--- src/rtl/spi_slave_rx_pkg.sv ---
// Shared types and constants for the SPI slave receiver.
package spi_slave_rx_pkg;

   typedef enum logic {
      IDLE  = 1'b0,
      SHIFT = 1'b1
   } state_t;

   localparam int unsigned BITS_PER_BYTE = 8;
   localparam int unsigned BIT_CNT_W     = $clog2(BITS_PER_BYTE);

endpackage

--- src/rtl/spi_slave_rx_if.sv ---
// SPI pins and receive-side status bundle; slave modport is the receiver's view.
interface spi_slave_rx_if #(
   parameter int CNT_W = 16
);

   logic             spi_sclk_in;
   logic             spi_mosi_in;
   logic             spi_cs_n_in;
   logic             frame_start_out;
   logic             frame_end_out;
   logic             byte_rdy_out;
   logic [7:0]       byte_data_out;
   logic [CNT_W-1:0] byte_cnt_out;
   logic             err_out;

   modport slave (
      input  spi_sclk_in, spi_mosi_in, spi_cs_n_in,
      output frame_start_out, frame_end_out, byte_rdy_out,
             byte_data_out, byte_cnt_out, err_out
   );

   modport master (
      output spi_sclk_in, spi_mosi_in, spi_cs_n_in,
      input  frame_start_out, frame_end_out, byte_rdy_out,
             byte_data_out, byte_cnt_out, err_out
   );

endinterface

--- src/rtl/spi_slave_rx_edge_sync.sv ---
// Two-flop synchronizer plus history flop; emits single-cycle rise/fall strobes.
module spi_edge_sync #(
   parameter logic IDLE_LVL = 1'b0
) (
   input  logic clk_in,
   input  logic rst_in,
   input  logic d_in,
   output logic level_out,
   output logic rise_out,
   output logic fall_out
);

   logic sync1;
   logic sync2;
   logic hist;

   always_ff @(posedge clk_in or posedge rst_in) begin
      if (rst_in) begin
         sync1 <= IDLE_LVL;
         sync2 <= IDLE_LVL;
         hist  <= IDLE_LVL;
      end else begin
         sync1 <= d_in;
         sync2 <= sync1;
         hist  <= sync2;
      end
   end

   assign level_out = sync2;
   assign rise_out  = sync2 & ~hist;
   assign fall_out  = ~sync2 & hist;

endmodule

--- src/rtl/spi_slave_rx.sv ---
// SPI mode-0 slave receiver: frames on CS_n, assembles MSB-first bytes on SCLK rise.
// Optional SCLK inactivity abort is built when SPI_SLAVE_RX_TIMEOUT_EN is defined.
module spi_slave_rx
   import spi_slave_rx_pkg::*;
#(
   parameter int CNT_W   = 16,
   parameter int TIMEOUT = 1024
) (
   input  logic            clk_in,
   input  logic            rst_in,
   spi_slave_rx_if.slave   bus
);

   logic sclk_rise;
   logic cs_rise;
   logic cs_fall;
   logic mosi_lvl;
   logic sclk_lvl;
   logic cs_lvl;

   state_t               state;
   state_t               state_nxt;
   logic [BIT_CNT_W-1:0] bit_cnt;
   logic [BIT_CNT_W-1:0] bit_cnt_nxt;
   logic                 bit_wrap;
   logic [7:0]           shreg;
   logic [7:0]           byte_data;
   logic [CNT_W-1:0]     byte_cnt;
   logic                 byte_rdy;
   logic                 err;
   logic                 start;
   logic                 finish;
   logic                 timeout;

   spi_edge_sync #(.IDLE_LVL(1'b0)) u_sclk_sync (
      .clk_in(clk_in), .rst_in(rst_in), .d_in(bus.spi_sclk_in),
      .level_out(sclk_lvl), .rise_out(sclk_rise), .fall_out()
   );

   spi_edge_sync #(.IDLE_LVL(1'b1)) u_cs_sync (
      .clk_in(clk_in), .rst_in(rst_in), .d_in(bus.spi_cs_n_in),
      .level_out(cs_lvl), .rise_out(cs_rise), .fall_out(cs_fall)
   );

   spi_edge_sync #(.IDLE_LVL(1'b0)) u_mosi_sync (
      .clk_in(clk_in), .rst_in(rst_in), .d_in(bus.spi_mosi_in),
      .level_out(mosi_lvl), .rise_out(), .fall_out()
   );

`ifdef SPI_SLAVE_RX_TIMEOUT_EN
   localparam int unsigned TMO_W = $clog2(TIMEOUT + 1);
   logic [TMO_W-1:0] tmo_cnt;

   always_ff @(posedge clk_in or posedge rst_in) begin
      if (rst_in) begin
         tmo_cnt <= '0;
      end else if (state != SHIFT || sclk_rise) begin
         tmo_cnt <= '0;
      end else begin
         tmo_cnt <= tmo_cnt + TMO_W'(1);
      end
   end

   // Fires TIMEOUT cycles after the last SCLK strobe (counter is 0 one cycle after it).
   assign timeout = (state == SHIFT) && !sclk_rise && (tmo_cnt == TMO_W'(TIMEOUT - 1));
`else
   assign timeout = 1'b0;
`endif

   always_comb begin
      state_nxt   = state;
      start       = 1'b0;
      finish      = 1'b0;
      bit_wrap    = 1'b0;
      bit_cnt_nxt = bit_cnt;
      if (sclk_rise) begin
         bit_wrap    = (bit_cnt == BIT_CNT_W'(BITS_PER_BYTE - 1));
         bit_cnt_nxt = bit_wrap ? '0 : bit_cnt + BIT_CNT_W'(1);
      end
      case (state)
         IDLE: begin
            if (cs_fall) begin
               state_nxt = SHIFT;
               start     = 1'b1;
            end
         end
         SHIFT: begin
            if (cs_rise || timeout) begin
               state_nxt = IDLE;
               finish    = 1'b1;
            end
         end
         default: state_nxt = IDLE;
      endcase
   end

   always_ff @(posedge clk_in or posedge rst_in) begin
      if (rst_in) begin
         state     <= IDLE;
         bit_cnt   <= '0;
         shreg     <= '0;
         byte_data <= '0;
         byte_cnt  <= '0;
         byte_rdy  <= 1'b0;
         err       <= 1'b0;
      end else begin
         state    <= state_nxt;
         byte_rdy <= 1'b0;
         if (start) begin
            bit_cnt  <= '0;
            byte_cnt <= '0;
            err      <= 1'b0;
         end else if (state == SHIFT) begin
            if (sclk_rise) begin
               shreg   <= {shreg[6:0], mosi_lvl};
               bit_cnt <= bit_cnt_nxt;
               if (bit_wrap) begin
                  byte_data <= {shreg[6:0], mosi_lvl};
                  byte_rdy  <= 1'b1;
                  if (byte_cnt != '1) begin
                     byte_cnt <= byte_cnt + CNT_W'(1);
                  end
               end
            end
            // A byte completing in the same cycle as the frame end is not partial.
            if (finish) begin
               bit_cnt <= '0;
               if (timeout || bit_cnt_nxt != '0) begin
                  err <= 1'b1;
               end
            end
         end
      end
   end

   assign bus.frame_start_out = start;
   assign bus.frame_end_out   = finish;
   assign bus.byte_rdy_out    = byte_rdy;
   assign bus.byte_data_out   = byte_data;
   assign bus.byte_cnt_out    = byte_cnt;
   assign bus.err_out         = err;

endmodule

--- src/flat_wrapper.sv ---
// flat-port wrapper written by rule: the top's interface ports become plain ports
module spi_slave_rx_flat import spi_slave_rx_pkg::*;
#(
   parameter int CNT_W   = 16,
   parameter int TIMEOUT = 1024
)
  (clk_in, rst_in, bus_spi_sclk_in, bus_spi_mosi_in, bus_spi_cs_n_in, bus_frame_start_out, bus_frame_end_out, bus_byte_rdy_out, bus_byte_data_out, bus_byte_cnt_out, bus_err_out);
  spi_slave_rx_if #(.CNT_W(CNT_W)) bus_i ();
  input  logic clk_in;
  input  logic rst_in;
  input wire logic [$bits(bus_i.spi_sclk_in)-1:0] bus_spi_sclk_in;
  input wire logic [$bits(bus_i.spi_mosi_in)-1:0] bus_spi_mosi_in;
  input wire logic [$bits(bus_i.spi_cs_n_in)-1:0] bus_spi_cs_n_in;
  output wire logic [$bits(bus_i.frame_start_out)-1:0] bus_frame_start_out;
  output wire logic [$bits(bus_i.frame_end_out)-1:0] bus_frame_end_out;
  output wire logic [$bits(bus_i.byte_rdy_out)-1:0] bus_byte_rdy_out;
  output wire logic [$bits(bus_i.byte_data_out)-1:0] bus_byte_data_out;
  output wire logic [$bits(bus_i.byte_cnt_out)-1:0] bus_byte_cnt_out;
  output wire logic [$bits(bus_i.err_out)-1:0] bus_err_out;
  assign bus_i.spi_sclk_in = bus_spi_sclk_in;
  assign bus_i.spi_mosi_in = bus_spi_mosi_in;
  assign bus_i.spi_cs_n_in = bus_spi_cs_n_in;
  assign bus_frame_start_out = bus_i.frame_start_out;
  assign bus_frame_end_out = bus_i.frame_end_out;
  assign bus_byte_rdy_out = bus_i.byte_rdy_out;
  assign bus_byte_data_out = bus_i.byte_data_out;
  assign bus_byte_cnt_out = bus_i.byte_cnt_out;
  assign bus_err_out = bus_i.err_out;
  spi_slave_rx #(.CNT_W(CNT_W), .TIMEOUT(TIMEOUT)) u_core (.clk_in(clk_in), .rst_in(rst_in), .bus(bus_i));
endmodule
--- config.mk ---
export PLATFORM = sky130hd
export DESIGN_NAME = spi_slave_rx_flat
export DESIGN_NICKNAME = d
export VERILOG_FILES = /design/src/rtl/spi_slave_rx_pkg.sv /design/src/rtl/spi_slave_rx_if.sv /design/src/rtl/spi_slave_rx_edge_sync.sv /design/src/rtl/spi_slave_rx.sv /design/src/flat_wrapper.sv
export SDC_FILE = /design/constraint.sdc
export NUM_CORES = 1
export LEC_CHECK = 0
export CAP_MARGIN = 20
export CORE_UTILIZATION = 56
export DETAILED_ROUTE_END_ITERATION = 16
export GPL_ROUTABILITY_DRIVEN = 0
export PLACE_DENSITY = 0.9
export SETUP_SLACK_MARGIN = 0.05
export SYNTH_ARGS = -nofsm -noshare
export SYNTH_HDL_FRONTEND = slang
export SYNTH_SLANG_ARGS = --single-unit
--- constraint.sdc ---
create_clock -name clk_in -period 6.05 [get_ports clk_in]
set_input_delay 1.21 -clock clk_in [delete_from_list [all_inputs] [get_ports clk_in]]
set_output_delay 1.21 -clock clk_in [all_outputs]
set_load 0.1 [all_outputs]
## Word-level counts from Yosys, hierarchy flattened

Index checks and enable logic that the tools add are counted.

- Register bits after elaboration: 45
- Latch bits: 0
- Memory bits (writable): 0
- Bits in read-only memories: 0
- Output and inout port bits: 28
- Word-level logic and storage cells: 66
- Memories: 0

- Add/subtract/negate cells: 2
- Multipliers: 0
- Divide/modulo/power cells: 0
- Order comparisons: 0
- Eq/ne operators: 2
- Shift-type cells: 0
- Muxes and demuxes: 26
- Bitwise operators: 8
- Reductions and logical operators: 13

Operators by type and width:

| cell | number |
|---|---|
| 2-to-1 mux 16 bit | 5 |
| 2-to-1 mux 3 bit | 6 |
| adder 16 x 1 -> 16 bit (second input constant) | 1 |
| != test 16 bit (second input constant) | 1 |
| 2-to-1 mux 1 bit | 14 |
| nonzero test 2 bit | 6 |
| AND reduction 4 bit | 2 |
| AND reduction 3 bit | 2 |
| nonzero test 3 bit | 2 |
| NOT 1 bit | 5 |
| adder 3 x 1 -> 3 bit (second input constant) | 1 |
| bitwise AND 1 bit | 3 |
| equality test 3 bit (second input constant) | 1 |
| one-hot mux 1 bit (2 select lines) | 1 |
| AND reduction 2 bit | 1 |

## Depth between registers and ports, before layout

Gate-level depths: netlist (run 1).

- Depth in word-level cells: 8
- Depth in mapped cells: 8

## Hierarchy

A second synthesis (run 1) with hierarchy kept.

- Cells, all modules: 192
- Area total of the unflattened synthesis: 2,080.7 sq um

Modules (own cells, without submodules):

| module | times used | cells an instance | area each (sq um) |
|---|---|---|---|
| spi_slave_rx | 1 | 174 | 1,795.5 |
| spi_edge_sync (u_core.u_mosi_sync ...) | 2 | 6 | 93.8 |
| spi_edge_sync (u_core.u_cs_sync) | 1 | 6 | 97.6 |

## Worst setup path before layout (run 1)

No wires, ideal clock.

- Path type: register -> output
- From: register u_core.u_cs_sync.hist
- To: output bus_frame_start_out
- Arrival time: 1.845 ns
- Slack: 2.995 ns
- Cell stages (with the launch flop): 5
- Buffers on the path: 1
- Cell sequence: dfstp_2 -> nor2b_1 -> nand2b_1 -> inv_1 -> clkbuf_1

- Word-level cells in the longest chain between the ends: 3

Ends and longest elaborated chain:

| item | line | RTL |
|---|---|---|
| start: declaration | spi_slave_rx_edge_sync.sv:15 | `logic hist;` |
| start signal: assignment | spi_slave_rx_edge_sync.sv:25 | `hist <= sync2;` |
| bitwise AND 1 bit | spi_slave_rx_edge_sync.sv:31 | `assign fall_out = ~sync2 & hist;` |
| 2-to-1 mux 1 bit | spi_slave_rx.sv:82 | `if (cs_fall) begin` |
| 2-to-1 mux 1 bit | spi_slave_rx.sv:80 | `case (state)` |
| end: declaration | flat_wrapper.sv:14 | `output wire logic [$bits(bus_i.frame_start_out)-1:0] bus_frame_start_out;` |

Every way passes these cells.

## Worst setup path after layout (run 1)

Same ends and word-level chain as after synthesis.

==> results of run 1 <==
cells in the mapped netlist (3+ instances only):
cell type / count
a21oi_1: 8
clkbuf_1: 4
dfrtp_1: 42
dfstp_2: 3
ha_1: 3
inv_1: 9
mux2_2: 7
mux2i_1: 3
nand2_1: 35
nand4_1: 5
nor2_1: 10
nor2b_1: 3
nor3_1: 4
nor4_1: 3
o21ai_0: 5
or3_1: 3
how the worst max path moves through the flow:
stage | to | slack (ns) | startpoint
after detailed placement | bus_frame_start_out | 2.31 | u_core.u_cs_sync.hist
after CTS | bus_frame_start_out | 1.89 | u_core.u_cs_sync.hist
final | bus_frame_start_out | 1.91 | u_core.u_cs_sync.hist
after global placement | bus_frame_start_out | 2.33 | u_core.u_cs_sync.hist
after global routing | bus_frame_start_out | 1.73 | u_core.u_cs_sync.hist
after floorplan | bus_frame_start_out | 3.00 | u_core.u_cs_sync.hist
power groups by stage:
stage | registers [W] | clock network, W | logic [W]
after floorplan | 0.000355 | 0 | 0.0000434
after global placement | 0.000351 | 0 | 0.0000614
after detailed placement | 0.000352 | 0 | 0.0000632
after CTS | 0.000346 | 0.000177 | 0.0000636
after global routing | 0.000351 | 0.000191 | 0.0000686
final | 0.000346 | 0.000172 | 0.0000628
layer usage:
metal / track usage (%) / part of all wire (%) / up-vias
met5: 0 / 0 / -
met4: 11.36 / 2.0 / 0
met3: 6.303 / 4.4 / 8
met2: 37.73 / 52 / 36
met1: 27.52 / 42 / 728
li1: - / - / 722
stage by stage:
stage                     instance area (um^2)  utilization [%]
after global placement                    2323            69.63
after detailed placement                  2323            69.63
after global routing                      2396            71.80
after CTS                                 2396            71.80
final                                     2396            71.80
after floorplan                           1961                -
registers in the layout, indices dropped and copies added (netlist names), 3 cells and up:
register / cells
u_core.bus.byte_cnt_out: 16
u_core.bus.byte_data_out: 8
u_core.shreg: 7
u_core.bit_cnt: 3
area by class of cell:
type                            count  share of cell area, %
Multi-Input combinational cell    123                  32.32
Clock buffer                        5                  1.567
Inverter                            9                  1.410
Sequential cell                    45                  47.15
Clock inverter                      2                  1.462
Timing Repair Buffer               33                  13.68
Tap cell                           46                  2.402
worst register-to-register path: cells and delay by family (launching register included):
family                   cells  cell delay [ns]
AND/OR/NAND/NOR              3             1.26
flip-flops                   1             0.45
adder cells (fa/ha/maj)      2             0.41
AO/OA/AOI/OAI                1             0.17
kinds of logic after synthesis:
kind of cell | count (synthesis) | share of synthesized area [%]
mux | 10 | 5.552
fa+ha+maj | 3 | 1.915
simple gates | 79 | 21.12
xor+xnor | 1 | 0.4468
flops | 45 | 57.63
compound gates | 30 | 10.47
buf+inv | 14 | 2.872
==> results.py, run 1 <==
metrics = {
    "sta": {
        "clock-skew-final_ns": 0.01055,
        "post-route-worst-setup-slack_ns": 1.910,
        "finalMaxSlewViolations": 0,
        "hold_viol": 0,
        "max_freq_mhz": 241.5,
        "rsz0062_at_grt": "no",
        "relSlewSlack_pct": 33.53,
        "tns_ns": 0,
        "holdWs_ns": 0.3585,
        "setup_viol": 0,
        "fin_crit_sh_pct": 68.43,
        "worst_slew_pin_slew_ns": 0.9940,
        "period_needed_ns": 4.140,
    },
    "grt": {
        "grt_pass1_wl_um": 6016,
        "grt_max_degree": 46,
        "grt_use_total_pct": 22.79,
        "grt_overflow": 0,
        "antenna_found_initial": 0,
        "grt_pass1_vias": 1369,
    },
    "yosys": {
        "yosys-top-cells-area": "dfrtp_1 54%, nand2_1 6.7%, dfstp_2 4.0%",
        "yosysUniqueCellTypes": 38,
        "synth-edff-count": 0,
        "ys.flop_type": "dfrtp_1",
        "synthCells": 182,
        "yosys_warnings": 0,
        "synth.ff_latch_count": 45,
        "syn_area_per_cell_um2": 10.77,
        "syn_nets": 190,
        "synth_area_mm2": 0.001961,
        "async_reset_ff_share_pct": 100.0,
        "ys_seq_area_share_pct": 57.63,
        "yosysTopAreaCellShare_pct": 53.61,
        "yosysTopAreaCell": "dfrtp_1",
    },
    "pwr": {
        "clkPwrFrac_pct": 29.6,
        "pwr-share-seq_pct": 59.6,
        "p_total_w": 0.0005807,
        "switchingPower_w": 0.0001418,
        "internal-power_w": 0.0004388,
        "power.leakage_nw": 1.105,
        "ir_worst_vdd_mv": 0.1798,
        "power.density_mw_per_mm2": 242.3,
        "p_comb_share_pct": 10.8,
        "netSwitchingFraction_pct": 24.42,
    },
    "worst_hold_path": {
        "hold_end": "u_core.u_sclk_sync.level_out",
        "hp-class": "flip-flop to flip-flop",
        "hold_path_startpoint": "u_core.u_sclk_sync.sync1",
        "min_path_cells": 0,
    },
    "critical_path": {
        "end_kind": "output pin",
        "slowest_stage": "clkdlybuf4s50_1",
        "path_max_fanout": 11,
        "max_stage_delay_ns": 1.20,
        "critPathRequiredTime_ns": 4.84,
        "r2r_cells": 6,
        "r2r-start": "u_core.bit_cnt[0]",
        "cp_top_family": "buffers and inverters",
        "rrSetupSlack_ns": 3.71,
        "worstSetupPathDepth": 4,
        "criticalPathCategory": "flip-flop to output pin",
        "cp_num_buf_inv": 2,
        "worstPathArrival_ns": 2.93,
        "path_cells": "nor2b_1, nand2b_1, inv_1, clkdlybuf4s50_1",
        "critPathLaunchType": "flip-flop",
        "regToRegEndpoint": "u_core.bus.byte_cnt_out[10]",
    },
    "placed_design": {
        "pre_cts_ws_ns": 2.306,
        "hpwl_um": 2532,
        "dp.cells": 256,
        "portBuffers": 32,
    },
    "finish": {
        "mostFrequentLayoutCell": "dfrtp_1",
        "num_antenna_cells": 0,
        "fin_nets": 225,
        "layout_common_cells": "42 x dfrtp_1, 35 x nand2_1, 32 x clkdlybuf4s50_1",
        "register_area_mm2": 0.001130,
        "multi_input_area_um2": 774.5,
        "nFillCells": 243,
        "drive_above_1_share_pct": 11.06,
        "finalNonFillerCells": 263,
        "syn_to_final_growth_pct": 22.21,
    },
    "detailed_routing": {
        "drtIter0Drc": 71,
        "drc": 0,
        "drt-total-wl_um": 3565,
        "num_vias": 1494,
        "ant_nets": 0,
        "viasPerCell": 5.681,
        "post_drt_wl_per_cell_um": 13.56,
        "drt-pass1-iter-count": 4,
    },
    "cts": {
        "clk_pin_slew_ns": 0.11,
        "post_cts_resized": 0,
        "cts_tree": "done",
        "ctsHtreeMaxLevel": 2,
        "clock_sinks": 45,
        "cts_setup_buffers": 0,
        "cts_root_buffer": "clkbuf_4",
        "cts_buffers": 5,
        "holdBufCountCts": 0,
        "cts_buffer_depth": 2,
        "clk_latency_ns": 0.35,
    },
    "floorplan": {
        "core_mm2": 0.003337,
        "io_pins": 33,
        "die_height_um": 61.17,
        "dieArea_mm2": 0.003742,
        "initial_utilization_pct": 58.76,
        "die_w_um": 61.17,
        "rows": 21,
    },
    "job": {
        "drv_cap": 0,
    },
    "outcome": {
        "outcome": "finished clean",
    },
}
Power figures use the tool's default switching activity.
==> inputs of run 2 (changes only) <==
--- a/config.mk
+++ b/config.mk
@@ -6,10 +6,10 @@
 export NUM_CORES = 1
 export LEC_CHECK = 0
 export CAP_MARGIN = 20
-export CORE_UTILIZATION = 56
+export CORE_UTILIZATION = 47
 export DETAILED_ROUTE_END_ITERATION = 16
 export GPL_ROUTABILITY_DRIVEN = 0
-export PLACE_DENSITY = 0.9
+export PLACE_DENSITY = 0.81
 export SETUP_SLACK_MARGIN = 0.05
 export SYNTH_ARGS = -nofsm -noshare
 export SYNTH_HDL_FRONTEND = slang
==> constraint.sdc (replaced) <==
create_clock -name clk_in -period 3.6 [get_ports clk_in]
set_input_delay 0.72 -clock clk_in [delete_from_list [all_inputs] [get_ports clk_in]]
set_output_delay 0.72 -clock clk_in [all_outputs]
set_load 0.1 [all_outputs]
==> results.py, run 2 (synthesis results as in run 1) <==
metrics = {
    "outcome": {
        "outcome": "finished clean",
    },
    "placed_design": {
        "postPlaceCellArea_mm2": 0.002331,
        "dp.cells": 261,
        "hpwl_um": 2600,
        "portBuffers": 32,
    },
    "floorplan": {
        "initial_utilization_pct": 49.01,
        "dieArea_mm2": 0.004434,
        "io_pins": 33,
        "rows": 23,
        "die_height_um": 66.59,
        "core_mm2": 0.004000,
        "die_w_um": 66.59,
    },
    "critical_path": {
        "cp_top_family": "buffers and inverters",
        "criticalPathCategory": "flip-flop to output pin",
        "cp_num_buf_inv": 2,
        "path_cells": "nor2b_1, nand2b_1, inv_1, buf_4",
        "worstPathArrival_ns": 2.07,
        "max_stage_delay_ns": 0.53,
        "path_max_fanout": 11,
        "critPathRequiredTime_ns": 2.88,
        "end_kind": "output pin",
        "slowest_stage": "dfstp_2",
        "critPathLaunchType": "flip-flop",
    },
    "finish": {
        "fin_nets": 227,
        "finalNonFillerCells": 270,
        "nFillCells": 339,
        "mostFrequentLayoutCell": "dfrtp_1",
        "num_antenna_cells": 0,
        "syn_to_final_growth_pct": 24.51,
        "drive_above_1_share_pct": 12.73,
        "largest_reg_flops": 16,
        "layout_common_cells": "42 x dfrtp_1, 35 x nand2_1, 30 x clkdlybuf4s50_1",
        "utilization_pct": 61.03,
        "design_area_mm2": 0.002441,
    },
    "sta": {
        "rsz0062_at_grt": "no",
        "period_needed_ns": 2.787,
        "hold_viol": 0,
        "worst_slew_pin_slew_ns": 0.9850,
        "finalMaxSlewViolations": 0,
        "tns_ns": 0,
        "fin_crit_sh_pct": 77.42,
        "holdWs_ns": 0.3566,
        "max_freq_mhz": 358.8,
        "setup_viol": 0,
        "relSlewSlack_pct": 34.13,
        "clock-skew-final_ns": 0.009474,
    },
    "cts": {
        "post_cts_resized": 0,
        "holdBufCountCts": 0,
        "clk_latency_ns": 0.29,
        "cts_buffer_depth": 2,
        "cts_root_buffer": "clkbuf_8",
        "cts_tree": "done",
        "clk_pin_slew_ns": 0.07,
        "ctsHtreeMaxLevel": 2,
        "cts_buffers": 5,
        "cts_setup_buffers": 0,
        "clock_sinks": 45,
    },
    "grt": {
        "grt_pass1_vias": 1386,
        "antenna_found_initial": 0,
        "grt_pass1_wl_um": 6196,
        "grt_overflow": 0,
        "grt_max_degree": 30,
        "grt_use_total_pct": 18.92,
    },
    "pwr": {
        "power.density_mw_per_mm2": 404.6,
        "ir_worst_vdd_mv": 0.2753,
        "power.leakage_nw": 1.134,
    },
    "detailed_routing": {
        "drc": 0,
        "drt-total-wl_um": 3733,
        "ant_nets": 0,
        "drtIter0Drc": 89,
        "num_vias": 1488,
        "drt-pass1-iter-count": 4,
        "viasPerCell": 5.511,
        "post_drt_wl_per_cell_um": 13.83,
    },
    "worst_hold_path": {
        "hp-class": "flip-flop to flip-flop",
    },
    "job": {
        "drv_cap": 0,
    },
}
-- run 2: per-stage QoR --
stage	power (W)	worst slack (ns)
after global placement	0.0006933	1.236
after global routing	0.001037	0.7489
after floorplan	0.0006690	1.020
final	0.0009877	0.8129
after CTS	0.001001	0.8465
after detailed placement	0.0006989	1.181
-- run 2: report_power, final --
part | switching, W | internal, W | total (W) | leakage [nW]
registers | 0.0000332 | 0.000550 | 0.000583 | 0.594
logic | 0.0000589 | 0.0000491 | 0.000108 | 0.495
clock network | 0.000162 | 0.000135 | 0.000296 | 0.0450
total | 0.000254 | 0.000734 | 0.000988 | 1.13
-- run 2: cell type report --
type	instances	area, um^2	area share, %
timing repair buffer	35	357.8	14.66
clock buffer	6	72.57	2.973
inverter	9	33.78	1.384
clock inverter	2	10.01	0.4100
tap	50	62.56	2.563
multi-input combinational	123	774.5	31.73
sequential	45	1130	46.28
-- run 2: per-layer routing --
layer / vias to the layer above / track usage, % / part of all wire [%] / wire [um]
li1: 723 / - / - / -
met1: 729 / 23.63 / 45 / 1662
met2: 32 / 29.04 / 52 / 1928
met3: 4 / 5.308 / 3.1 / 114
met4: 0 / 11.17 / 0.78 / 29
met5: - / 0 / 0 / 0
-- run 2: final timing paths --
check	from	end	slack [ns]	cells past startpoint
worst max-delay path	u_core.u_cs_sync.hist	bus_frame_start_out	0.81	4
worst min-delay path	u_core.u_cs_sync.sync1	u_core.u_cs_sync.level_out	0.36	0
worst max register to register	u_core.bit_cnt[0]	u_core.bus.byte_cnt_out[10]	1.26	6
worst min register to register	u_core.u_cs_sync.sync1	u_core.u_cs_sync.level_out	0.36	0
max in group asynchronous	rst_in	u_core.bus.byte_cnt_out[7]	2.38	4
min in group asynchronous	rst_in	u_core.bus.byte_data_out[2]	0.63	2
==> inputs of run 3 (changes only) <==
==> constraint.sdc (replaced) <==
create_clock -name clk_in -period 2.4 [get_ports clk_in]
set_input_delay 0.48 -clock clk_in [delete_from_list [all_inputs] [get_ports clk_in]]
set_output_delay 0.48 -clock clk_in [all_outputs]
set_load 0.1 [all_outputs]
==> results.py, run 3 (synthesis results as in run 1) <==
metrics = {
    "outcome": {
        "outcome": "finished clean",
    },
    "finish": {
        "num_antenna_cells": 0,
        "drive_above_1_share_pct": 30.22,
        "syn_to_final_growth_pct": 25.40,
        "nFillCells": 350,
        "largest_reg_flops": 16,
        "fin_nets": 232,
        "mostFrequentLayoutCell": "nand2_1",
        "layout_common_cells": "35 x nand2_1, 34 x buf_4, 33 x dfrtp_1",
        "register_area_mm2": 0.001141,
        "multi_input_area_um2": 774.5,
    },
    "grt": {
        "grt_max_degree": 46,
        "antenna_found_initial": 0,
        "grt_use_total_pct": 20.01,
        "grt_overflow": 0,
        "grt_pass1_vias": 1451,
        "grt_pass1_wl_um": 6513,
    },
    "cts": {
        "cts_tree": "done",
        "holdBufCountCts": 0,
        "cts_root_buffer": "clkbuf_8",
        "cts_buffer_depth": 2,
        "clk_latency_ns": 0.31,
        "ctsHtreeMaxLevel": 2,
        "clk_pin_slew_ns": 0.09,
        "clock_sinks": 45,
        "cts_buffers": 5,
    },
    "job": {
        "drv_cap": 0,
    },
    "worst_hold_path": {
        "hold_end": "u_core.u_mosi_sync.level_out",
        "hp-class": "flip-flop to flip-flop",
        "min_path_cells": 0,
        "hold_path_startpoint": "u_core.u_mosi_sync.sync1",
    },
    "sta": {
        "finalMaxSlewViolations": 0,
        "hold_viol": 0,
        "setup_viol": 0,
        "max_freq_mhz": 461.4,
        "rsz0062_at_grt": "yes",
        "worst_slew_pin_slew_ns": 0.6132,
        "fin_crit_sh_pct": 90.31,
        "clock-skew-final_ns": 0.01447,
        "tns_ns": 0,
        "relSlewSlack_pct": 58.74,
        "post-route-worst-setup-slack_ns": 0.2325,
        "period_needed_ns": 2.167,
    },
    "pwr": {
        "ir_worst_vdd_mv": 0.4691,
        "switchingPower_w": 0.0003967,
        "power.leakage_nw": 1.203,
        "power.density_mw_per_mm2": 655.3,
        "clkPwrFrac_pct": 35.4,
        "netSwitchingFraction_pct": 24.62,
        "pwr-share-seq_pct": 54.0,
        "internal-power_w": 0.001214,
        "p_comb_share_pct": 10.6,
        "p_total_w": 0.001611,
    },
    "detailed_routing": {
        "viasPerCell": 5.556,
        "drtIter0Drc": 92,
        "drc": 0,
        "ant_nets": 0,
        "num_vias": 1528,
        "post_drt_wl_per_cell_um": 14.23,
        "drt-total-wl_um": 3913,
        "drt-pass1-iter-count": 4,
    },
    "critical_path": {
        "worstPathArrival_ns": 2.36,
        "critPathLaunchType": "flip-flop",
        "regToRegEndpoint": "u_core.bus.byte_cnt_out[13]",
        "r2r_cells": 6,
        "rrSetupSlack_ns": 0.23,
        "criticalPathCategory": "flip-flop to flip-flop",
        "end_kind": "flip-flop",
        "path_max_fanout": 12,
        "critPathRequiredTime_ns": 2.60,
        "r2r-start": "u_core.bit_cnt[0]",
    },
    "floorplan": {
        "dieArea_mm2": 0.004434,
        "core_mm2": 0.004000,
        "io_pins": 33,
        "die_w_um": 66.59,
        "die_height_um": 66.59,
        "initial_utilization_pct": 49.01,
        "rows": 23,
    },
    "placed_design": {
        "pre_cts_ws_ns": 0.1693,
        "portBuffers": 32,
        "hpwl_um": 2715,
    },
}
==> run 3: changes by cell type in the layout (fill, tap and decap cells not counted), moves of 9 or more <==
cell,change
buf_4,+30
dfrtp_2,+9
clkdlybuf4s50_1,-26
dfrtp_1,-9
==> run 3: final cells by class <==
class	instances	share of cell area [%]
timing repair buffer	40	13.64
sequential	45	46.41
clock inverter	2	1.578
tap	50	2.545
multi-input combinational	123	31.50
inverter	9	1.374
clock buffer	6	2.952
==> run 3: worst max-delay path, cell delays in order, from the launching register on <==
cell      delay (ns)
dfrtp_2         0.41
ha_1            0.16
ha_1            0.22
nand4b_4        0.22
nor4_1          0.62
a311oi_1        0.20
a41o_1          0.24
==> run 3: worst max path at each step <==
stage / from / to / slack (ns)
5_1_grt: u_core.bit_cnt[0] / u_core.bus.byte_cnt_out[13] / 0.04
3_5_place_dp: u_core.bit_cnt[0] / u_core.bus.byte_cnt_out[5] / 0.17
4_1_cts: u_core.bit_cnt[0] / u_core.bus.byte_cnt_out[5] / 0.14
6_report: u_core.bit_cnt[0] / u_core.bus.byte_cnt_out[13] / 0.23
2_1_floorplan: u_core.u_cs_sync.hist / bus_frame_start_out / 0.08
3_3_place_gp: u_core.bit_cnt[0] / u_core.bus.byte_cnt_out[6] / 0.28
==> run 3: power groups by stage <==
stage                     clock network (W)  registers (W)  logic, W
after global placement                    0       0.000880  0.000170
after floorplan                           0       0.000894  0.000109
after detailed placement                  0       0.000885  0.000172
after global routing               0.000606       0.000879  0.000188
final                              0.000570       0.000870  0.000171
after CTS                          0.000582       0.000870  0.000173
==> run 3: stage by stage <==
| stage | hold WS, ns | instance area, um^2 | util (%) | std cells |
|---|---|---|---|---|
| 2_1_floorplan | 0.3312 | 1971 | - | 182 |
| 3_3_place_gp | 0.3339 | 2346 | 58.65 | 267 |
| 3_5_place_dp | 0.3379 | 2346 | 58.65 | 267 |
| 4_1_cts | 0.3566 | 2457 | 61.43 | 275 |
| 5_1_grt | 0.3593 | 2459 | 61.46 | 275 |
| 6_report | 0.3533 | 2459 | 61.46 | 275 |
==> run 3: repair_timing <==
| action | in CTS | in global routing |
|---|---|---|
| resized for setup | 0 | 3 |
| setup buffers | 0 | 0 |
| endpoints found under the setup margin | 0 | 4 |
==> run 3: metal layers <==
metal / global-route usage [%] / vias to the layer above / routed length [um]
met1: 24.16 / 751 / 1685
met4: 10.37 / 0 / 73
met3: 4.795 / 7 / 142
met5: 0 / - / 0
met2: 32.95 / 32 / 2012
li1: - / 738 / -
